$ cat config.mk
export PLATFORM = sky130hd
export DESIGN_NAME = alu_muldiv_seq_flat
export DESIGN_NICKNAME = d
export VERILOG_FILES = /design/src/rtl/alu_muldiv_seq_pkg.sv /design/src/rtl/alu_muldiv_seq_if.sv /design/src/rtl/alu_muldiv_seq_sign_fix.sv /design/src/rtl/alu_muldiv_seq.sv /design/src/flat_wrapper.sv
export SDC_FILE = /design/constraint.sdc
export NUM_CORES = 1
export LEC_CHECK = 0
export CORE_UTILIZATION = 30
export CTS_CLUSTER_DIAMETER = 100
export CTS_CLUSTER_SIZE = 25
export DETAILED_ROUTE_END_ITERATION = 12
export PLACE_DENSITY = 0.56
export SYNTH_ARGS = -nofsm -noshare
export SYNTH_HDL_FRONTEND = slang
export SYNTH_SLANG_ARGS = --single-unit
$ cat constraint.sdc
create_clock -name i_Clk -period 17.1 [get_ports i_Clk]
set_input_delay 2.565 -clock i_Clk [delete_from_list [all_inputs] [get_ports i_Clk]]
set_output_delay 2.565 -clock i_Clk [all_outputs]
set_load 0.05 [all_outputs]
$ cat src/rtl/alu_muldiv_seq_pkg.sv
// Shared constants and types for the RV32M multiply/divide sequencer.
// Holds ALU opcodes, funct3 encodings, the FSM state encoding and the iteration count.
package alu_muldiv_pkg;

   localparam int         P_ITER    = 32;
   localparam logic [3:0] P_ALU_ADD = 4'b0000;
   localparam logic [3:0] P_ALU_SUB = 4'b1000;

   typedef enum logic [2:0] {
      F3_MUL    = 3'd0,
      F3_MULH   = 3'd1,
      F3_MULHSU = 3'd2,
      F3_MULHU  = 3'd3,
      F3_DIV    = 3'd4,
      F3_DIVU   = 3'd5,
      F3_REM    = 3'd6,
      F3_REMU   = 3'd7
   } funct3_e;

   typedef enum logic [2:0] {
      ST_IDLE  = 3'd0,
      ST_PREP  = 3'd1,
      ST_ITER  = 3'd2,
      ST_FIXUP = 3'd3,
      ST_DONE  = 3'd4
   } state_e;

endpackage

$ cat src/rtl/alu_muldiv_seq_if.sv
// Request/response and shared-ALU signals of the multiply/divide sequencer.
// The slave modport is the sequencer; the master side is execute stage plus ALU.
interface alu_muldiv_seq_if;

   logic        i_Start;
   logic [2:0]  i_Funct3;
   logic [31:0] i_OpA;
   logic [31:0] i_OpB;
   logic        i_Flush;
   logic        o_Busy;
   logic        o_Done;
   logic [31:0] o_Result;
   logic        o_AluOwn;
   logic [3:0]  o_AluOpCode;
   logic [31:0] o_AluSrcA;
   logic [31:0] o_AluSrcB;
   logic [31:0] i_AluResult;

   modport slave (
      input  i_Start, i_Funct3, i_OpA, i_OpB, i_Flush, i_AluResult,
      output o_Busy, o_Done, o_Result, o_AluOwn, o_AluOpCode, o_AluSrcA, o_AluSrcB
   );

   modport master (
      output i_Start, i_Funct3, i_OpA, i_OpB, i_Flush, i_AluResult,
      input  o_Busy, o_Done, o_Result, o_AluOwn, o_AluOpCode, o_AluSrcA, o_AluSrcB
   );

endinterface

$ cat src/rtl/alu_muldiv_seq_sign_fix.sv
// Post-processing for the sequencer: conditional negate of the 64-bit product or of Q/R,
// then selection of the architectural result word.
module muldiv_sign_fix
   import alu_muldiv_pkg::*;
(
   input  funct3_e     i_Funct3,
   input  logic [31:0] i_Hi,
   input  logic [31:0] i_Lo,
   input  logic        i_NegRes,
   input  logic        i_NegRem,
   output logic [31:0] o_Word
);

   logic [63:0] w_prod;
   logic [31:0] w_quot;
   logic [31:0] w_rem;

   // Hi/Lo hold the product for multiplies, and R/Q for divides.
   assign w_prod = i_NegRes ? (64'd0 - {i_Hi, i_Lo}) : {i_Hi, i_Lo};
   assign w_quot = i_NegRes ? (32'd0 - i_Lo) : i_Lo;
   assign w_rem  = i_NegRem ? (32'd0 - i_Hi) : i_Hi;

   always_comb begin
      o_Word = w_rem;
      case (i_Funct3)
         F3_MUL:                       o_Word = w_prod[31:0];
         F3_MULH, F3_MULHSU, F3_MULHU: o_Word = w_prod[63:32];
         F3_DIV, F3_DIVU:              o_Word = w_quot;
         default:                      o_Word = w_rem;
      endcase
   end

endmodule

$ cat src/rtl/alu_muldiv_seq.sv
// RV32M multiply/divide sequencer borrowing the shared 32-bit ALU for one ADD/SUB per step.
// Define MULDIV_FASTPATH_EN to resolve zero-operand and overflow cases directly in PREP.
module alu_muldiv_seq #(
   parameter int         P_ITER    = alu_muldiv_pkg::P_ITER,
   parameter logic [3:0] P_ALU_ADD = alu_muldiv_pkg::P_ALU_ADD,
   parameter logic [3:0] P_ALU_SUB = alu_muldiv_pkg::P_ALU_SUB
) (
   input  logic               i_Clk,
   input  logic               i_Rst,
   alu_muldiv_seq_if.slave    io_Bus
);

   import alu_muldiv_pkg::*;

   localparam int W_CNT = $clog2(P_ITER);

   state_e           r_state;
   state_e           w_next;
   funct3_e          r_funct;
   logic [31:0]      r_opa;
   logic [31:0]      r_opb;
   logic [31:0]      r_hi;
   logic [31:0]      r_lo;
   logic [31:0]      r_m;
   logic [31:0]      r_fix;
   logic [31:0]      r_result;
   logic [W_CNT-1:0] r_cnt;
   logic             r_neg_res;
   logic             r_neg_rem;

   logic        w_is_div;
   logic        w_a_signed;
   logic        w_b_signed;
   logic        w_a_neg;
   logic        w_b_neg;
   logic [31:0] w_abs_a;
   logic [31:0] w_abs_b;
   logic [32:0] w_div_s;
   logic        w_carry;
   logic        w_div_ge;
   logic [31:0] w_fix_word;
   logic        w_fast;
   logic [31:0] w_fast_val;

   assign w_is_div   = r_funct[2];
   assign w_a_signed = r_funct inside {F3_MULH, F3_MULHSU, F3_DIV, F3_REM};
   assign w_b_signed = r_funct inside {F3_MULH, F3_DIV, F3_REM};
   assign w_a_neg    = w_a_signed & r_opa[31];
   assign w_b_neg    = w_b_signed & r_opb[31];
   assign w_abs_a    = w_a_neg ? (32'd0 - r_opa) : r_opa;
   assign w_abs_b    = w_b_neg ? (32'd0 - r_opb) : r_opb;

   // Restoring-divide partial remainder is 33 bits; the ALU sees only its low word.
   assign w_div_s  = {r_hi, r_lo[31]};
   assign w_carry  = io_Bus.i_AluResult < r_hi;
   assign w_div_ge = w_div_s[32] | (w_div_s[31:0] >= r_m);

`ifdef MULDIV_FASTPATH_EN
   always_comb begin
      w_fast     = 1'b0;
      w_fast_val = '0;
      if (!w_is_div) begin
         w_fast = (r_opa == '0) || (r_opb == '0);
      end else if (r_opb == '0) begin
         w_fast     = 1'b1;
         w_fast_val = r_funct[1] ? r_opa : '1;
      end else if (w_a_signed && (r_opa == 32'h8000_0000) && (r_opb == '1)) begin
         w_fast     = 1'b1;
         w_fast_val = r_funct[1] ? '0 : 32'h8000_0000;
      end
   end
`else
   assign w_fast     = 1'b0;
   assign w_fast_val = '0;
`endif

   muldiv_sign_fix u_sign_fix (
      .i_Funct3 (r_funct),
      .i_Hi     (r_hi),
      .i_Lo     (r_lo),
      .i_NegRes (r_neg_res),
      .i_NegRem (r_neg_rem),
      .o_Word   (w_fix_word)
   );

   // NOTE: every output of a combinational block gets a default first, so no path
   // through the case/if tree can leave a signal unassigned and infer a latch.
   always_comb begin
      w_next = r_state;
      case (r_state)
         ST_IDLE:  if (io_Bus.i_Start) w_next = ST_PREP;
         ST_PREP:  w_next = w_fast ? ST_DONE : ST_ITER;
         ST_ITER:  if (r_cnt == '0) w_next = ST_FIXUP;
         ST_FIXUP: w_next = ST_DONE;
         ST_DONE:  w_next = ST_IDLE;
         default:  w_next = ST_IDLE;
      endcase
      if (io_Bus.i_Flush) w_next = ST_IDLE;
   end

   always_comb begin
      io_Bus.o_AluOwn    = 1'b0;
      io_Bus.o_AluOpCode = P_ALU_ADD;
      io_Bus.o_AluSrcA   = '0;
      io_Bus.o_AluSrcB   = '0;
      if (r_state == ST_ITER) begin
         io_Bus.o_AluOwn    = 1'b1;
         io_Bus.o_AluOpCode = w_is_div ? P_ALU_SUB : P_ALU_ADD;
         io_Bus.o_AluSrcA   = w_is_div ? w_div_s[31:0] : r_hi;
         io_Bus.o_AluSrcB   = r_m;
      end
   end

   // NOTE: sequential state uses non-blocking assignments so every register samples
   // pre-edge values regardless of statement order.
   always_ff @(posedge i_Clk or posedge i_Rst) begin
      if (i_Rst) r_state <= ST_IDLE;
      else       r_state <= w_next;
   end

   always_ff @(posedge i_Clk or posedge i_Rst) begin
      if (i_Rst) begin
         r_funct   <= F3_MUL;
         r_opa     <= '0;
         r_opb     <= '0;
         r_hi      <= '0;
         r_lo      <= '0;
         r_m       <= '0;
         r_fix     <= '0;
         r_result  <= '0;
         r_cnt     <= '0;
         r_neg_res <= 1'b0;
         r_neg_rem <= 1'b0;
      end else begin
         case (r_state)
            ST_IDLE: begin
               if (w_next == ST_PREP) begin
                  r_funct <= funct3_e'(io_Bus.i_Funct3);
                  r_opa   <= io_Bus.i_OpA;
                  r_opb   <= io_Bus.i_OpB;
               end
            end
            ST_PREP: begin
               r_cnt <= W_CNT'(P_ITER - 1);
               r_fix <= w_fast_val;
               r_hi  <= '0;
               if (w_is_div) begin
                  r_lo      <= w_abs_a;
                  r_m       <= w_abs_b;
                  // A zero divisor must leave the all-ones quotient un-negated.
                  r_neg_res <= (w_a_neg ^ w_b_neg) & (r_opb != '0);
                  r_neg_rem <= w_a_neg;
               end else begin
                  r_lo      <= w_abs_b;
                  r_m       <= w_abs_a;
                  r_neg_res <= w_a_neg ^ w_b_neg;
                  r_neg_rem <= 1'b0;
               end
            end
            ST_ITER: begin
               r_cnt <= r_cnt - W_CNT'(1);
               if (w_is_div) begin
                  r_hi <= w_div_ge ? io_Bus.i_AluResult : w_div_s[31:0];
                  r_lo <= {r_lo[30:0], w_div_ge};
               end else if (r_lo[0]) begin
                  r_hi <= {w_carry, io_Bus.i_AluResult[31:1]};
                  r_lo <= {io_Bus.i_AluResult[0], r_lo[31:1]};
               end else begin
                  r_hi <= {1'b0, r_hi[31:1]};
                  r_lo <= {r_hi[0], r_lo[31:1]};
               end
            end
            ST_FIXUP: r_fix <= w_fix_word;
            ST_DONE:  if (!io_Bus.i_Flush) r_result <= r_fix;
            default: ;
         endcase
      end
   end

   // A flush in DONE suppresses both the pulse and the visible result update.
   assign io_Bus.o_Busy   = (r_state != ST_IDLE);
   assign io_Bus.o_Done   = (r_state == ST_DONE) && !io_Bus.i_Flush;
   assign io_Bus.o_Result = io_Bus.o_Done ? r_fix : r_result;

endmodule

$ cat src/flat_wrapper.sv
// flat-port wrapper written by rule: the top's interface ports become plain ports
module alu_muldiv_seq_flat import alu_muldiv_pkg::*;
#(
   parameter int         P_ITER    = alu_muldiv_pkg::P_ITER,
   parameter logic [3:0] P_ALU_ADD = alu_muldiv_pkg::P_ALU_ADD,
   parameter logic [3:0] P_ALU_SUB = alu_muldiv_pkg::P_ALU_SUB
)
  (i_Clk, i_Rst, io_Bus_i_Start, io_Bus_i_Funct3, io_Bus_i_OpA, io_Bus_i_OpB, io_Bus_i_Flush, io_Bus_i_AluResult, io_Bus_o_Busy, io_Bus_o_Done, io_Bus_o_Result, io_Bus_o_AluOwn, io_Bus_o_AluOpCode, io_Bus_o_AluSrcA, io_Bus_o_AluSrcB);
  alu_muldiv_seq_if io_Bus_i ();
  input  logic i_Clk;
  input  logic i_Rst;
  input wire logic [$bits(io_Bus_i.i_Start)-1:0] io_Bus_i_Start;
  input wire logic [$bits(io_Bus_i.i_Funct3)-1:0] io_Bus_i_Funct3;
  input wire logic [$bits(io_Bus_i.i_OpA)-1:0] io_Bus_i_OpA;
  input wire logic [$bits(io_Bus_i.i_OpB)-1:0] io_Bus_i_OpB;
  input wire logic [$bits(io_Bus_i.i_Flush)-1:0] io_Bus_i_Flush;
  input wire logic [$bits(io_Bus_i.i_AluResult)-1:0] io_Bus_i_AluResult;
  output wire logic [$bits(io_Bus_i.o_Busy)-1:0] io_Bus_o_Busy;
  output wire logic [$bits(io_Bus_i.o_Done)-1:0] io_Bus_o_Done;
  output wire logic [$bits(io_Bus_i.o_Result)-1:0] io_Bus_o_Result;
  output wire logic [$bits(io_Bus_i.o_AluOwn)-1:0] io_Bus_o_AluOwn;
  output wire logic [$bits(io_Bus_i.o_AluOpCode)-1:0] io_Bus_o_AluOpCode;
  output wire logic [$bits(io_Bus_i.o_AluSrcA)-1:0] io_Bus_o_AluSrcA;
  output wire logic [$bits(io_Bus_i.o_AluSrcB)-1:0] io_Bus_o_AluSrcB;
  assign io_Bus_i.i_Start = io_Bus_i_Start;
  assign io_Bus_i.i_Funct3 = io_Bus_i_Funct3;
  assign io_Bus_i.i_OpA = io_Bus_i_OpA;
  assign io_Bus_i.i_OpB = io_Bus_i_OpB;
  assign io_Bus_i.i_Flush = io_Bus_i_Flush;
  assign io_Bus_i.i_AluResult = io_Bus_i_AluResult;
  assign io_Bus_o_Busy = io_Bus_i.o_Busy;
  assign io_Bus_o_Done = io_Bus_i.o_Done;
  assign io_Bus_o_Result = io_Bus_i.o_Result;
  assign io_Bus_o_AluOwn = io_Bus_i.o_AluOwn;
  assign io_Bus_o_AluOpCode = io_Bus_i.o_AluOpCode;
  assign io_Bus_o_AluSrcA = io_Bus_i.o_AluSrcA;
  assign io_Bus_o_AluSrcB = io_Bus_i.o_AluSrcB;
  alu_muldiv_seq #(.P_ITER(P_ITER), .P_ALU_ADD(P_ALU_ADD), .P_ALU_SUB(P_ALU_SUB)) u_core (.i_Clk(i_Clk), .i_Rst(i_Rst), .io_Bus(io_Bus_i));
endmodule
# After elaboration in Yosys (flattened, before gate mapping)
# Cells that the tools add are included.
word_totals:
  ff_bits: 237
  in_bits: 103
  output_inout_bits: 103
op_classes:
  n_addsub: 6
  n_reduce_logical: 15
  mux: 30
  eq_ne: 11
  n_lt_le_gt_ge: 2
  bitwise_logic: 6
ops:
  columns: ["operator", "count"]
  rows:
  - ["32-bit two-way mux", 15]
  - ["32-bit case mux with 2 select lines", 3]
  - ["1-bit by 32-bit subtractor with 32-bit output (first input constant)", 4]
  - ["32-bit case mux with 3 select lines", 1]
  - ["64-bit two-way mux", 1]
  - ["1-bit by 64-bit subtractor with 64-bit output (first input constant)", 1]
  - ["32-bit >= comparator", 1]
  - ["32-bit < comparator", 1]
  - ["32-bit nonzero test", 1]
  - ["3-bit by 2-bit == test with 1-bit output (second input constant)", 4]
  - ["3-bit == test (second input constant)", 4]
  - ["3-bit case mux with 4 select lines", 1]
  - ["5-bit case mux with 2 select lines", 1]
  - ["3-bit by 1-bit == test with 1-bit output (second input constant)", 3]
  - ["3-bit two-way mux", 3]
  - ["4-bit two-way mux", 2]
  - ["3-bit zero test", 2]
  - ["3-bit nonzero test", 2]
  - ["5-bit zero test", 1]
  - ["5-bit by 1-bit subtractor with 5-bit output (second input constant)", 1]
  - ["2-bit AND reduction", 2]
  - ["2-bit nonzero test", 2]
  - ["4-bit nonzero test", 1]
  - ["1-bit AND", 3]
  - ["8 further kinds", 10]

# Depth between registers and ports, before layout
logic_depth:
  ltp_word: 6
  mapped_depth: 11
  mapped_depth_nobuf: 8

# Modules after synthesis
# Synthesis repeated with hierarchy kept, for this count alone.
hier_totals:
  cells_unflattened: 1998
  area_unflattened_um2: 17549.3
modules_own_cells:
  columns: ["mod", "seq_area_each_um2", "area_per_inst_um2", "instances", "cells_per_inst"]
  rows:
  - ["alu_muldiv_seq", 5930.7, 14460.1, 1, 1518]
  - ["muldiv_sign_fix", 0.0, 3089.2, 1, 480]

# Worst setup path after synthesis
# Ideal clock, no wire load.
synth_timing:
  path_kind: "input port to output port"
  startpoint: "in io_Bus_i_Flush"
  endpoint: "out io_Bus_o_Result[0]"
  slack_ns: 10.022
  cell_stages: 3
  t_required_ns: 14.535
  n_path_buf: 1
  arrival_time_ns: 4.513
  path_cell_list: "nor4b_1 clkbuf_1 mux2_2"
synth_between:
  elab_chain_len: 3
synth_rtl:
  columns: ["item", "line_no", "source"]
  rows:
  - ["start: declaration", "flat_wrapper.sv:16", "input wire logic [$bits(io_Bus_i.i_Flush)-1:0] io_Bus_i_Flush;"]
  - ["1-bit zero test", null, null]
  - ["1-bit logical AND", "alu_muldiv_seq.sv:182", "assign io_Bus.o_Done = (r_state == ST_DONE) && !io_Bus.i_Flush;"]
  - ["named net io_Bus_o_Done", "flat_wrapper.sv:19", "output wire logic [$bits(io_Bus_i.o_Done)-1:0] io_Bus_o_Done;"]
  - ["32-bit two-way mux", "alu_muldiv_seq.sv:183", "assign io_Bus.o_Result = io_Bus.o_Done ? r_fix : r_result;"]
  - ["end: declaration", "flat_wrapper.sv:20", "output wire logic [$bits(io_Bus_i.o_Result)-1:0] io_Bus_o_Result;"]
# The timed path passes the listed nets, and every way through them passes these cells.

# Worst setup path after layout
layout_timing:
  startpoint: "in io_Bus_i_Flush"
  endpoint: "out io_Bus_o_Result[28]"
layout_between:
  elab_chain_len: 3
layout_rtl:
  columns: ["item", "line_no"]
  rows:
  - ["1-bit zero test", null]
  - ["1-bit logical AND", "alu_muldiv_seq.sv:182"]
  - ["32-bit two-way mux", "alu_muldiv_seq.sv:183"]
# No other way between the ends.

==> flow_summary.ini <==
[flow_run]
cap_violations = 0

[worst_setup_path]
required_ns = 14.53
worstSetupStartpointType = input pin
critical_path_class = input pin to primary output
end_kind = primary output
critPathMaxFanout = 33
worstPathArrival_ns = 4.91

[cts]
htree_levels = 1
cts_tree = yes
cts_hold_buf = 0
cts_resized = 0
cts_buffer_depth = 3
clkLatencyLatePin_ns = 0.55
post-cts-setup-buffers = 0
path_clk_slew_ns = 0.09
root_buffer = clkbuf_16
cts_buffers = 17
cts.sinks = 237

[finish]
drive_above_1_share = 0.106
ff_latch_area_um2 = 5940
multiInputGateArea_um2 = 10500
area_delta_synth_final_pct = 18.2
final_cells = 2813
finalNetCount = 2216
fillers = 5798

[placement]
dp_hpwl_mm = 48.0
placed_cells = 2782
routabilityCongestion = 0.964
port_buffers = 202

[logic_synthesis]
synthCells = 1972
synth.most_common_cell = dfrtp_1
synth-seq-area-share = 0.341
synth_edf_count = 0
synth_cell_types = 85
synth.area.top_cells = dfrtp_1 34%, mux2_2 7.2%, mux2i_1 5.6%
yosysTopAreaCell = dfrtp_1
ys_warn_count = 0
synth_ff_type = dfrtp_1
synth_top_area_frac = 0.341
synth_seq_cells = 237
netlist_area_um2 = 17400
async_flop_share = 1.00
avgSynthCellArea_um2 = 8.82
synth_common_cells = 237 x dfrtp_1, 171 x nand2_1, 161 x nor2_1, 149 x clkbuf_1, 111 x mux2_2

[route]
drt_pre_antenna_iters = 6
vias = 16247
wl_mm = 66.2
postRouteAntennaNets = 0
viasPerCell = 5.78
drc = 0
drtIter0Drc = 1580
wire_per_inst_um = 23.5

[global_route]
grt_pass1_wl_mm = 99.8
grt_max_degree = 95
grt_pass1_vias = 15600
gr-usage-all-layers = 0.219
antenna_found_initial = 3
grt-ovfl-total = 0

[floorplanning]
ioPinCount = 206
core_area_um2 = 56800
die_h_um = 243
die-area_um2 = 59000
start_util = 0.306
die_x_um = 243
rows = 87

[timing]
finalCritPeriodShare = 0.437
fmax_mhz = 134
rsz0062_at_grt = no
finalCriticalPeriod_ns = 7.47
maxSlewViolCount = 0
tns_ns = 0
fin_skew_ns = 0.0288
setup_viol = 0
worst_pin_slew_ns = 1.22
max-slew-margin-rel = 0.188
hold_viol_final = 0

[status]
status = finished, final reports clean

[pwr]
leakage_nw = 8.02
p_per_area_nw_per_um2 = 169
ir_drop_mv = 0.0872

[worst_hold_path]
hp-class = flop to flop
## per-stage QoR
step / hold WS, ns / cell area (um^2) / total power (W) / setup WS, ns / utilization
after floorplan: 0.443 / 17400 / 0.00230 / 8.03 / -
after global placement: 0.472 / 20000 / 0.00297 / 9.69 / 0.352
after detailed placement: 0.472 / 20000 / 0.00299 / 9.62 / 0.352
after CTS: 0.493 / 20600 / 0.00346 / 9.62 / 0.362
after global routing: 0.509 / 20600 / 0.00370 / 9.51 / 0.362
final: 0.485 / 20600 / 0.00348 / 9.63 / 0.362
## worst paths after layout
path | startpoint | to | slack (ns) | cells after the start
min reg2reg | u_core.r_m[6] | u_core.r_m[6] | 0.49 | 2
max | io_Bus_i_Flush | io_Bus_o_Result[28] | 9.63 | 5
min | u_core.r_m[6] | u_core.r_m[6] | 0.49 | 2
min in group asynchronous | i_Rst | u_core.r_result[8] | 2.49 | 2
max reg2reg | u_core.r_lo[0] | u_core.r_fix[29] | 13.03 | 6
max in group asynchronous | i_Rst | u_core.r_fix[9] | 12.87 | 3
## sequential cells by signal, indices dropped and copies added, names as in the netlist
name	count
u_core.r_lo	32
u_core.r_cnt	5
u_core.r_fix	32
u_core.r_state	3
u_core.r_opa	32
u_core.r_neg_rem	1
u_core.r_opb	32
u_core.r_m	32
u_core.r_result	32
u_core.r_funct	3
u_core.r_neg_res	1
u_core.r_hi	32
## cells in the final DEF (no fill, tap or decap), types with 37 or more instances in the layout
master / n
mux2_2: 111
nor2_1: 157
a22oi_1: 44
ha_1: 68
o221ai_1: 37
o21ai_0: 106
a21oi_1: 66
dfrtp_1: 235
inv_1: 86
nor3_1: 39
xnor2_1: 95
clkdlybuf4s50_1: 202
mux2i_1: 97
o211ai_1: 45
nand2_1: 170
## worst max-delay path, stage by stage
cell and delay, ns:
clkdlybuf4s50_1 0.49, nor4b_2 0.25, buf_4 0.45, mux2_2 0.41
clkdlybuf4s50_1 0.71
## metal layers
layer | vias to the layer above | routed length [um] | global-route usage
li1 | 7430 | - | -
met1 | 7971 | 29100 | 0.300
met2 | 710 | 30100 | 0.349
met3 | 136 | 4340 | 0.0274
met4 | 0 | 2660 | 0.0834
met5 | - | 0 | 0
## cell families (layout without fill, tap and decap cells)
| family | Yosys count | after routing | synth area share |
|---|---|---|---|
| compound gates | 505 | 505 | 0.205 |
| xor+xnor | 118 | 118 | 0.0594 |
| fa+ha+maj | 68 | 68 | 0.0489 |
| buf+inv | 270 | 352 | 0.0599 |
| flops | 237 | 237 | 0.341 |
| mux | 209 | 209 | 0.128 |
| other cells | 1 | 4 | 0.000216 |
| simple gates | 564 | 564 | 0.157 |
## layout make-up
cell class              instances  share of cell area
multi-input cells            1467               0.511
flip-flops and latches        237               0.289
repair buffers                233               0.110
well taps                     756              0.0460
clock buffers                  18              0.0214
inverters                      89              0.0166
clock inverters                12             0.00681
diodes                          1            0.000122
## where the power goes
part | total [W] | internal (W) | switching (W)
clock network | 0.000456 | 0.000204 | 0.000252
logic | 0.00195 | 0.000717 | 0.00123
registers | 0.00108 | 0.000725 | 0.000351
total | 0.00348 | 0.00165 | 0.00184
Note: power is estimated with default switching activity, not from simulation.
==> RTL change 1, RTL diff (same settings) <==
Make the reset (`i_Rst`) synchronous in 2 clocked blocks.
--- a/src/rtl/alu_muldiv_seq.sv
+++ b/src/rtl/alu_muldiv_seq.sv
@@ -113,12 +113,12 @@
 
    // NOTE: sequential state uses non-blocking assignments so every register samples
    // pre-edge values regardless of statement order.
-   always_ff @(posedge i_Clk or posedge i_Rst) begin
+   always_ff @(posedge i_Clk) begin
       if (i_Rst) r_state <= ST_IDLE;
       else       r_state <= w_next;
    end
 
-   always_ff @(posedge i_Clk or posedge i_Rst) begin
+   always_ff @(posedge i_Clk) begin
       if (i_Rst) begin
          r_funct   <= F3_MUL;
          r_opa     <= '0;
Check against the original RTL: differs if i_Rst is asserted again (counterexample within 4 cycles, from zero or initial values and one cycle with i_Rst high); with i_Rst held inactive, the same outputs for 4 cycles.
==> RTL change 1 against the unedited design <==
Non-clock buffer count grew 3. Wire length shrank 0.20%. Sequential share of layout area shrank 4.9 points. Cell count grew 7.3%. Sequential cell count is the same. Synthesized area shrank 4.0%. Worst hold slack lost 0.036 ns. Cell area shrank 3.7%. Global-route usage grew 0.72 points. Worst setup slack gained 0.058 ns.
Power is not compared: it rests on default switching activity, and its combinational part moved more than twofold at a synthesized area within 25%.
==> RTL change 1: results (changes against the unedited design) <==
Outcome: finished, final reports clean
DR iter-0 viols: 1614 (+2.2%)
Post-DP HPWL: 49200 µm (+2.5%)
Worst Setup EP: io_Bus_o_Result[20]
Wire length on met1: 29000 µm (-0.45%)
Non-clock buffers: 236 (+1.3%)
Seq/total area: 0.240 (-0.0487)
GRT met1 Usage: 0.299 (-0.000735)
Worst setup margin: 9.69 ns (+0.0584 ns)
HP Start: u_core.r_fix[9]$_SDFFE_PP0P_
Largest cells by area after synthesis: dfxtp_1, nand2_1, mux2i_1
# nets final: 2431 (+9.7%)
Die Area: 56600 µm² (-3.9%)
Detailed-route wire length per cell: 21.9 µm (-7.0%)
Number of vias per cell: 5.54 (-4.0%)
Met2 Track Usage GR: 0.383 (+0.0346)
Met3 Track Usage GR: 0.0196 (-0.00787)
DR vias: 16700 (+3.0%)
Clock skew: 0.0289 ns (+0.000114 ns)
Multi-input logic area: 11000 µm² (+4.5%)
Dpl cell area: 19200 µm² (-3.7%)
Pre-CTS WS: 9.66 ns (+0.0331 ns)
GP Congestion: 0.933 (-3.2%)
Antenna violations before repair: 1 (-2)
Met3 Wirelength: 3560 µm (-18%)
[RTL change 1: cell count changes in the layout (fill, tap and decap cells not counted), moves of 32 or more]
cell       before  now
and2_1          6   40
nand2_1       170  295
a21oi_1        66  160
nand3_1        35   88
a22oi_1        44   12
dfxtp_1         0  234
o211ai_1       45   13
o2111ai_1      35    1
dfrtp_1       235    0
mux2_2        111   42
[RTL change 1: critical path: stages]
cell and delay [ns]:
clkdlybuf4s50_1 0.49, nor4b_2 0.25, buf_4 0.41, mux2_2 0.40, clkdlybuf4s50_1 0.70
[RTL change 1: power breakdown]
part	switching [mW]	internal, mW
Clock	0.234	0.209
Sequential	0.0204	0.563
Combinational	0.164	0.0953
[RTL change 1: logic make-up after synthesis]
kind of cell	Yosys count	synth area share
simple gates	788	0.227
flops	237	0.284
fa+ha+maj	68	0.0509
mux	151	0.0936
buf+inv	268	0.0628
other cells	1	0.000224
xor+xnor	135	0.0708
compound gates	544	0.210
==> RTL change 2, RTL diff (same settings) <==
Without the edit above. Change the package constant `P_ITER` from 32 to 16.
--- a/src/rtl/alu_muldiv_seq_pkg.sv
+++ b/src/rtl/alu_muldiv_seq_pkg.sv
@@ -2,7 +2,7 @@
 // Holds ALU opcodes, funct3 encodings, the FSM state encoding and the iteration count.
 package alu_muldiv_pkg;
 
-   localparam int         P_ITER    = 32;
+   localparam int         P_ITER    = 16;
    localparam logic [3:0] P_ALU_ADD = 4'b0000;
    localparam logic [3:0] P_ALU_SUB = 4'b1000;
 
Formal check against the unedited RTL: same outputs for any inputs over 4 cycles, from zero or initial values and one cycle with i_Rst high; that may be too few to reach the edited logic, so the function may still have changed.
==> RTL change 2 against the unedited design <==
Total power fell by 3.4%. Clock power decreased by 3%. Global-route usage fell by 0.13 points. Cell area shrank 2.0%. Sequential share of layout area increased by 0.47 points. Synthesized area is 2.2% lower. Die area fell by 2.1%. Sequential cell count is 1 lower. Clock skew up 0.0070 ns. Via count fell by 4.5%. Wire length down 3.9%. Worst setup slack gained 0.074 ns. Maximum frequency up 1.0%. Critical endpoint is now io_Bus_o_Result[26]. Highest routed layer unchanged.
==> RTL change 2: results (changes against the unedited design) <==
Number of global-route vias before repair: 14700 (-5.6%)
HP Start: u_core.r_fix[28]$_DFFE_PP0P_
Leak: 7.98 nW (-0.48%)
Detailed-route wire length per cell: 22.7 µm (-3.4%)
GP Congestion: 0.951 (-1.3%)
First-pass GRT wire length: 95200 µm (-4.6%)
Pwr per Cell Area: 167 nW/µm² (-1.4%)
Hold endpoint: u_core.r_fix[28]$_DFFE_PP0P_
Non-Filler Instances: 2796 (-0.60%)
DR iter-0 viols: 1343 (-15%)
Met3 Track Usage GR: 0.0208 (-0.00664)
Core region area: 55600 µm² (-2.1%)
Synth Area per Inst: 8.70 µm² (-1.4%)
Number of vias per cell: 5.55 (-3.9%)
Layout cell share with drive strength beyond 1: 0.0879 (-0.0177)
VDD IR max: 0.0000747 V (-14%)
Worst slew margin: 0.219 (+0.0309)
GRT met1 Usage: 0.302 (+0.00249)
Outcome: finished, final reports clean
Diode count: 0 (-1)
CTS Buf Count: 16 (-1)
Drt pass-1 iters: 8 (+2)
Worst Reg-to-Reg Cells: 10 (+4)
Layout fillers: 5758 (-0.69%)
Sequential area share after synthesis: 0.347 (+0.00605)
Met2 Track Usage GR: 0.360 (+0.0110)
Largest cells by area after synthesis: dfrtp_1, mux2i_1, mux2_2
GRT Util Overall: 0.217 (-0.00127)
Post-DP HPWL: 47200 µm (-1.7%)
Int Power: 1.63 mW (-0.98%)
Pwr Total: 3.37 mW (-3.4%)
Antenna violations before repair: 0 (-3)
# nets final: 2209 (-0.32%)
R2r setup slk: 13.27 ns (+0.24 ns)
Met3 Wirelength: 2990 µm (-31%)
Arr. time, crit path: 4.83 ns (-0.08 ns)
Reg-to-Reg End: u_core.r_fix[30]$_DFFE_PP0P_
Met2 routed WL: 30100 µm (about the same)
Largest net degree at the start of global routing: 101 (+6.3%)
[RTL change 2: cell families after synthesis]
group | count (synthesis) | share of synthesized area
flip-flops | 236 | 0.347
AO/OA/AOI/OAI | 456 | 0.179
multiplexers | 206 | 0.128
buffers and inverters | 256 | 0.0589
other | 1 | 0.000220
AND/OR/NAND/NOR | 597 | 0.166
adder cells (fa/ha/maj) | 68 | 0.0500
XOR/XNOR | 137 | 0.0705
[RTL change 2: final cells by class]
| class | count | area share |
|---|---|---|
| Sequential cell | 236 | 0.293 |
| Timing Repair Buffer | 234 | 0.112 |
| Tap cell | 748 | 0.0464 |
| Clock buffer | 19 | 0.0209 |
| Inverter | 83 | 0.0158 |
| Multi-Input combinational cell | 1467 | 0.505 |
| Clock inverter | 9 | 0.00658 |
[RTL change 2: how the worst max path moves through the flow]
stage / start / to / slack (ns)
after floorplan: i_Rst / u_core.r_cnt[0]$_DFFE_PP0P_ / 8.06
after global placement: io_Bus_i_Flush / io_Bus_o_Result[16] / 9.73
after detailed placement: io_Bus_i_Flush / io_Bus_o_Result[0] / 9.69
after CTS: io_Bus_i_Flush / io_Bus_o_Result[26] / 9.68
after global routing: io_Bus_i_Flush / io_Bus_o_Result[26] / 9.58
final: io_Bus_i_Flush / io_Bus_o_Result[26] / 9.70
[RTL change 2: through the flow]
stage | setup slack (ns) | hold slack, ns
after floorplan | 8.06 | 0.433
after global placement | 9.73 | 0.463
after detailed placement | 9.69 | 0.461
after CTS | 9.68 | 0.484
after global routing | 9.58 | 0.509
final | 9.70 | 0.479
[RTL change 2: worst max-delay path, delay by kind of cell]
family	cells	cell delay, ns
buffers and inverters	3	1.59
multiplexers	1	0.41
AND/OR/NAND/NOR	1	0.24
